==> config.mk <==
export PLATFORM = sky130hd
export DESIGN_NAME = clause_loader
export DESIGN_NICKNAME = d
export VERILOG_FILES = /design/src/rtl/clause_loader.sv
export SDC_FILE = /design/constraint.sdc
export NUM_CORES = 1
export LEC_CHECK = 0
export ABC_AREA = 1
export CAP_MARGIN = 5
export CORE_ASPECT_RATIO = 2
export CORE_MARGIN = 10
export CORE_UTILIZATION = 48
export DETAILED_ROUTE_END_ITERATION = 10
export PLACE_DENSITY = 0.75
export SLEW_MARGIN = 20
export SYNTH_ARGS = -nofsm -noshare
export SYNTH_HDL_FRONTEND = slang
export SYNTH_SLANG_ARGS = --single-unit
==> constraint.sdc <==
create_clock -name in_clk -period 1.4 [get_ports in_clk]
set_input_delay 0.21 -clock in_clk [delete_from_list [all_inputs] [get_ports in_clk]]
set_output_delay 0.21 -clock in_clk [all_outputs]
set_load 0.005 [all_outputs]
==> src/rtl/clause_loader.sv <==
// clause_loader: local clause store plus a sequencer that streams
// active clauses to the unsatisfied-clause checker and builds its enable mask.
module clause_loader #(
  parameter int MAXIMUM_BIT_WIDTH_OF_INTEGER_COEFFICIENT    = 4,
  parameter int MAXIMUM_BIT_WIDTH_OF_BOOLEAN_COEFFICIENT    = 2,
  parameter int MAXIMUM_BIT_WIDTH_OF_INTEGER_VARIABLE_INDEX = 1,
  parameter int MAXIMUM_BIT_WIDTH_OF_BOOLEAN_VARIABLE_INDEX = 1,
  parameter int MAXIMUM_BIT_WIDTH_OF_CLAUSES_INDEX          = 1,
  localparam int IW =
    (2 ** MAXIMUM_BIT_WIDTH_OF_INTEGER_VARIABLE_INDEX + 1) *
    MAXIMUM_BIT_WIDTH_OF_INTEGER_COEFFICIENT,
  localparam int BW =
    MAXIMUM_BIT_WIDTH_OF_BOOLEAN_COEFFICIENT *
    (2 ** MAXIMUM_BIT_WIDTH_OF_BOOLEAN_VARIABLE_INDEX),
  localparam int CI = MAXIMUM_BIT_WIDTH_OF_CLAUSES_INDEX,
  localparam int N  = 2 ** CI
) (
  input  logic          in_clk,
  input  logic          in_reset,
  input  logic          in_wr_en,
  input  logic [CI-1:0] in_wr_index,
  input  logic [IW-1:0] in_wr_integer,
  input  logic [BW-1:0] in_wr_boolean,
  input  logic [CI:0]   in_clause_count,
  input  logic          in_start,
  input  logic          in_clause_ready,
  output logic          out_clause_valid,
  output logic [IW-1:0] out_clause_coefficients_integer,
  output logic [BW-1:0] out_clause_coefficients_boolean,
  output logic [CI-1:0] out_clause_index,
  output logic [N-1:0]  out_checker_enable,
  output logic          out_busy,
  output logic          out_done
);

  typedef enum logic [1:0] {
    IDLE = 2'd0,
    LOAD = 2'd1,
    DONE = 2'd2
  } state_t;

  localparam logic [CI:0] N_CNT = {1'b1, {CI{1'b0}}};

  state_t        state;
  logic [CI-1:0] idx;
  logic [CI:0]   count;
  logic [IW-1:0] store_int [N];
  logic [BW-1:0] store_bool[N];

  logic [CI:0]   cnt_sat;
  logic [CI-1:0] idx_nx;
  logic          is_last;
  logic          head_fwd;
  logic [IW-1:0] head_int;
  logic [BW-1:0] head_bool;

  // Saturate the count, find the last clause, and forward a same-edge
  // write into slot 0 so a start sees it.
  always_comb begin
    cnt_sat   = (in_clause_count > N_CNT) ? N_CNT : in_clause_count;
    idx_nx    = idx + 1'b1;
    is_last   = ({1'b0, idx} == (count - 1'b1));
    head_fwd  = in_wr_en && (in_wr_index == '0);
    head_int  = head_fwd ? in_wr_integer : store_int[0];
    head_bool = head_fwd ? in_wr_boolean : store_bool[0];
  end

  // Clause store: host writes only land while idle.
  always_ff @(posedge in_clk or negedge in_reset) begin
    if (!in_reset) begin
      for (int i = 0; i < N; i++) begin
        store_int[i]  <= '0;
        store_bool[i] <= '0;
      end
    end else if (state == IDLE && in_wr_en) begin
      store_int[in_wr_index]  <= in_wr_integer;
      store_bool[in_wr_index] <= in_wr_boolean;
    end
  end

  // Sequencer with registered outputs.
  always_ff @(posedge in_clk or negedge in_reset) begin
    if (!in_reset) begin
      state                           <= IDLE;
      idx                             <= '0;
      count                           <= '0;
      out_clause_valid                <= 1'b0;
      out_clause_coefficients_integer <= '0;
      out_clause_coefficients_boolean <= '0;
      out_clause_index                <= '0;
      out_checker_enable              <= '0;
      out_busy                        <= 1'b0;
      out_done                        <= 1'b0;
    end else begin
      unique case (state)
        IDLE: begin
          if (in_start) begin
            count              <= cnt_sat;
            idx                <= '0;
            out_checker_enable <= '0;
            out_busy           <= 1'b1;
            if (cnt_sat == '0) begin
              state    <= DONE;
              out_done <= 1'b1;
            end else begin
              state                           <= LOAD;
              out_clause_valid                <= 1'b1;
              out_clause_coefficients_integer <= head_int;
              out_clause_coefficients_boolean <= head_bool;
              out_clause_index                <= '0;
            end
          end
        end
        LOAD: begin
          if (in_clause_ready) begin
            out_checker_enable[idx] <= 1'b1;
            if (is_last) begin
              state            <= DONE;
              out_clause_valid <= 1'b0;
              out_done         <= 1'b1;
            end else begin
              idx                             <= idx_nx;
              out_clause_index                <= idx_nx;
              out_clause_coefficients_integer <= store_int[idx_nx];
              out_clause_coefficients_boolean <= store_bool[idx_nx];
            end
          end
        end
        DONE: begin
          state    <= IDLE;
          idx      <= '0;
          out_done <= 1'b0;
          out_busy <= 1'b0;
        end
        default: state <= IDLE;
      endcase
    end
  end

endmodule

Yosys cells after proc, flatten, opt, wreduce, memory -nomap -nowiden
Cells that the tools add are included.
- $add $sub $neg: 2
- order comparisons: 6
- eq/ne operators: 9
- muxes and demuxes: 54
- bitwise logic cells: 4
- reductions and logical operators: 17
- operators by type and width (cell ; number):
    $mux W12 ; 9
    $mux W4 ; 9
    $bwmux W24 ; 1
    $pmux W12 S2 ; 1
    $mux W1 ; 15
    $reduce_and A5 Y1 ; 3
    $mux W2 ; 7
    $demux W12 S1 ; 1
    $ne A2 B2 Y1 const B ; 5
    $bwmux W8 ; 1
    $pmux W2 S2 ; 2
    $pmux W4 S2 ; 1
    $pmux W1 S2 ; 3
    $pmux W1 S3 ; 2
    $reduce_and A3 Y1 ; 2
    $demux W4 S1 ; 1
    $ge A2 B2 Y1 const B ; 2
    $logic_and A1 B1 Y1 ; 4
    $logic_not A2 Y1 ; 2
    $not A1 Y2 ; 2
    $reduce_and A2 Y1 ; 2
    $reduce_and A4 Y1 ; 1
    $reduce_bool A2 Y1 ; 2
    $reduce_bool A3 Y1 ; 1
    13 further kinds ; 13
- flip-flop bits (word level): 59
- input port bits: 24
- logic and storage cells: 106

Depth between registers and ports, before layout
- depth in word-level cells: 8
- depth in mapped cells: 9

Least setup slack after synthesis
Ideal clock, no wire load.
- path type: reg-to-reg
- from: register state[0]
- to: register out_clause_coefficients_integer[10]
- data arrival time: 1.216 ns
- data required time: 1.284 ns
- setup slack: 0.068 ns
- cell stages (with the launch flop): 8
- buffers on the path: 1
- period minus slack after synthesis: 1.332 ns
- cells stage by stage: dfrtp_1 a21oi_1 nand2_2 nor2_8 nand2_4 buf_6 nand2_1 nand2_1
- longest elaborated chain between the ends: 3
- elaborated cells between the ends (all ways): 9
- classes of those cells: eq/ne: 5; mux: 1; reduce/logical: 3
- RTL lines (item ; line ; source):
    from (decl) ; 44 ; state_t state;
    from (signal assigned) ; 84 ; state <= IDLE;
    from (signal assigned) ; 103 ; state <= DONE;
    from (signal assigned) ; 106 ; state <= LOAD;
    $eq A2 B1 Y1 / $logic_not A2 Y1 (equally long branches) ; 95 ; unique case (state)
    $ne A2 B2 Y1 (no line) / $reduce_bool A2 Y1 (equally long branches) ; -- ;
    $reduce_and A5 Y1 (no line) ; -- ;
    to (signal assigned) ; 108 ; out_clause_coefficients_integer <= head_int;
    to (signal assigned) ; 124 ; out_clause_coefficients_integer <= store_int[idx_nx];
    to (decl) ; 28 ; output logic [IW-1:0] out_clause_coefficients_integer,
Parallel ways exist; a longest one is shown, timed or not.
A chain may end at the register's enable or synchronous reset.

Worst setup path after layout
- from: register state[0]
- to: register out_clause_coefficients_boolean[3]
- longest elaborated chain between the ends: 3
- elaborated cells between the ends (all ways): 9
- classes of those cells: eq/ne: 5; mux: 1; reduce/logical: 3
- RTL lines (item ; line ; source):
    $eq A2 B1 Y1 / $logic_not A2 Y1 (equally long branches) ; 95 ;
    $ne A2 B2 Y1 (no line) / $reduce_bool A2 Y1 (equally long branches) ; -- ;
    $reduce_and A5 Y1 (no line) ; -- ;
    to (signal assigned) ; 109 ; out_clause_coefficients_boolean <= head_bool;
    to (signal assigned) ; 125 ; out_clause_coefficients_boolean <= store_bool[idx_nx];
    to (decl) ; 29 ; output logic [BW-1:0] out_clause_coefficients_boolean,
Parallel ways exist; a longest one is shown, timed or not.

==> results.toml <==
[run_status]
status = "completed"

[synthesis]
synthArstFlopShare_pct = 100
synth_area_um2 = 2980
ys_top_cells_by_area = "dfrtp_1 (50%), nand2_1 (17%), nand3_1 (8.7%), o21ai_0 (5.7%), inv_1 (5.4%)"
synth_most_common_cell = "nand2_1"
synthMuxAreaShare_pct = 0
synth_compound_area_share_pct = 11.1
avgSynthCellArea_um2 = 7.78
syn_inst = 383
synthAdderAreaFrac_pct = 0
syn_nets = 407
synth_ff_type = "dfrtp_1"
synth_top_family_by_area = "simple AND/OR/NAND/NOR gates"
synthDistinctLibCells = 25
ys_top_cells_by_count = "nand2_1 (136), dfrtp_1 (59), nand3_1 (52), inv_1 (43), o21ai_0 (34)"
synth_edf_count = 0
synth_xor_area_share_pct = 0
yosys_warnings = 0
synth_top_area_share_pct = 49.5
synth.largest_area_cell = "dfrtp_1"
synthSimpleGateAreaFrac_pct = 29.2
seq_area_frac_synth_pct = 49.5
synth.ff_latch_count = 59

[min_path]
holdCritPathClass = "in -> async"

[worst_setup_path]
cp_common_cell = "nand2_1"
crit_path_max_fanout = 5
critPathArrivalTime_ns = 1.64
crit_required_ns = 1.67
crit_buf_inv = 3
crit_type = "reg -> reg"
crit_slowest_cell = "dfrtp_2"
worstSetupEndpointType = "flop"
cp_slowest_stage_delay_ns = 0.41
critPathLaunchType = "flop"
crit_chain = "inv_2, nor2_4, buf_6, buf_12, o211ai_1, nand2_1, nand3_1, nand2_1"
crit_family = "simple AND/OR/NAND/NOR gates"

[power]
p_per_area_nw_per_um2 = 2330
leakage_nw = 2.10
power_mw = 9.21
peakVddDrop_mv = 1.28

[layout]
area_growth_pct = 32.6
fin_cells = 510
fin_area_um2 = 3960
drive_above_1_share_pct = 12.1
diodes = 0
fin_nets = 468

[clock_network]
clock_latency_ns = 0.34
clkTransAtPathRegs_ns = 0.05
cts-root-buf = "clkbuf_16"
cts_tree = "yes"
cts_buffers = 9
h-tree-depth = 3
cts_sinks = 59
cts_setup_buffers = 0
clockBufferDepth = 2

[detailed_routing]
wirelength_um = 7680
vias_per_cell = 5.29
vias = 2699
post-route-drc-count = 0
ant_nets = 0
wl_per_cell_um = 15.1
drt_iter0_markers = 233
dr.pass1.iters = 5

[placed_design]
place_hpwl_um = 5580
dp.cells = 495
placed_area_um2 = 3630
place_congestion = 0.861
place_ws_ns = -0.203
place.port_buffers = 45

[sta]
grt_setup_unrepaired = "yes"
worst_slew_pin_slew_ns = 0.330
timing.fmax_ghz = 0.733
setup_viol = 0
finalSetupTns_ns = 0
fin_crit_ns = 1.36
finalHoldViolations = 0
slew_viol_final = 0
fin_crit_sh_pct = 97.4
worst_slack_ns = 0.0364
finClkSkew_ns = 0.00457
max-slew-margin-rel_pct = 77.9

[die]
dieArea_um2 = 9960
rows = 40
start_util_pct = 49.6
fp.dieH_um = 131
ios = 46
core_um2 = 6010
die_width_um = 75.7

[job]
drv_cap = 0

[global_route]
grt_overflow = 0
grt_pass1_wl_um = 12700
grt_pass1_vias = 2678
antenna_found_initial = 0
grt_max_degree = 60
grt_usage_pct = 16.7
-- final timing paths --
check | cells past startpoint | end | slack (ns) | from
worst max-delay path | 8 | out_clause_coefficients_boolean[3]$_DFFE_PN0P_ | 0.04 | state[0]$_DFFE_PN0P_
worst min-delay path | 3 | store_int[17]$_DFFE_PN0P_ | 0.42 | in_reset
worst max register to register | 8 | out_clause_coefficients_boolean[3]$_DFFE_PN0P_ | 0.04 | state[0]$_DFFE_PN0P_
worst min register to register | 2 | out_clause_coefficients_integer[10]$_DFFE_PN0P_ | 0.46 | out_clause_coefficients_integer[10]$_DFFE_PN0P_
max in group asynchronous | 3 | state[0]$_DFFE_PN0P_ | 0.70 | in_reset
min in group in_clk | 3 | count[0]$_DFFE_PN0P_ | 0.45 | in_clause_count[0]
-- tightest hold or removal path, stage by stage --
cell and delay, ns:
dlygate4sd3_1 0.53, buf_2 0.12, buf_12 0.28
-- stage by stage --
stage                     hold slack [ns]  util, %
after floorplan                   -0.0856        -
after global placement              0.233     60.4
after detailed placement            0.234     60.4
after CTS                           0.423     65.1
after global routing                0.447     65.9
final                               0.420     65.9
-- layer usage --
| metal | track usage (%) | up-vias | wire [um] |
|---|---|---|---|
| li1 | - | 1347 | - |
| met1 | 17.8 | 1258 | 2950 |
| met2 | 27.5 | 72 | 4010 |
| met3 | 5.05 | 22 | 341 |
| met4 | 9.67 | 0 | 372 |
| met5 | 0 | - | 0 |
-- final cells by class --
type,count,area (um^2)
Sequential cell,59,1480
Fill cell,525,2050
Inverter,46,178
Tap cell,63,78.8
Multi-Input combinational cell,257,1220
Clock buffer,12,267
Clock inverter,2,35.0
Timing Repair Buffer,71,693
-- registers in the layout, indices dropped and copies added, names as in the netlist --
signal	flops
count	2
idx	1
out_busy	1
out_checker_enable	2
out_clause_coefficients_boolean	4
out_clause_coefficients_integer	12
out_clause_index	1
out_clause_valid	1
out_done	1
state	2
store_bool	8
store_int	24
-- report_power, final --
group | internal, mW | total (mW) | switching, mW | leakage (nW)
Combinational | 1.70 | 3.96 | 2.26 | 1.22
Clock | 1.50 | 2.24 | 0.748 | 0.151
Sequential | 2.52 | 3.00 | 0.477 | 0.729
-- timing repair --
action,in CTS,in global routing
resized for setup,23,11
setup endpoints to repair,23,18
hold buffers,1,0
hold endpoints to repair,59,0
pin swaps,0,4
cloned,0,0
-- layout by cell type, fill, tap and decap left out --
cell type and count:
inv_2 1, o22ai_1 1, nand4_1 2, nand3_1 50
clkbuf_16 9, clkbuf_8 3, buf_4 16, dlygate4sd2_1 22
o211ai_1 17, nand3_2 2, nand2_1 136, bufinv_16 1
buf_12 5, dfrtp_2 3, buf_6 4, buf_2 1
nor2_1 4, clkdlybuf4s50_1 22, inv_6 1, clkinv_1 1
nor2_4 2, a21oi_1 1, dlygate4sd3_1 1, o21ai_0 34
inv_1 43, nor2_8 1, nand2_2 2, o21a_1 3
nand2_4 1, nand3_4 1, dfrtp_1 56, clkinv_2 1
-- logic make-up (layout without fill, tap and decap cells) --
family / after synthesis / in the layout
buffers and inverters: 67 / 131
AND/OR/NAND/NOR: 201 / 201
flip-flops: 59 / 59
AO/OA/AOI/OAI: 56 / 56
(Power assumes the default switching activity.)
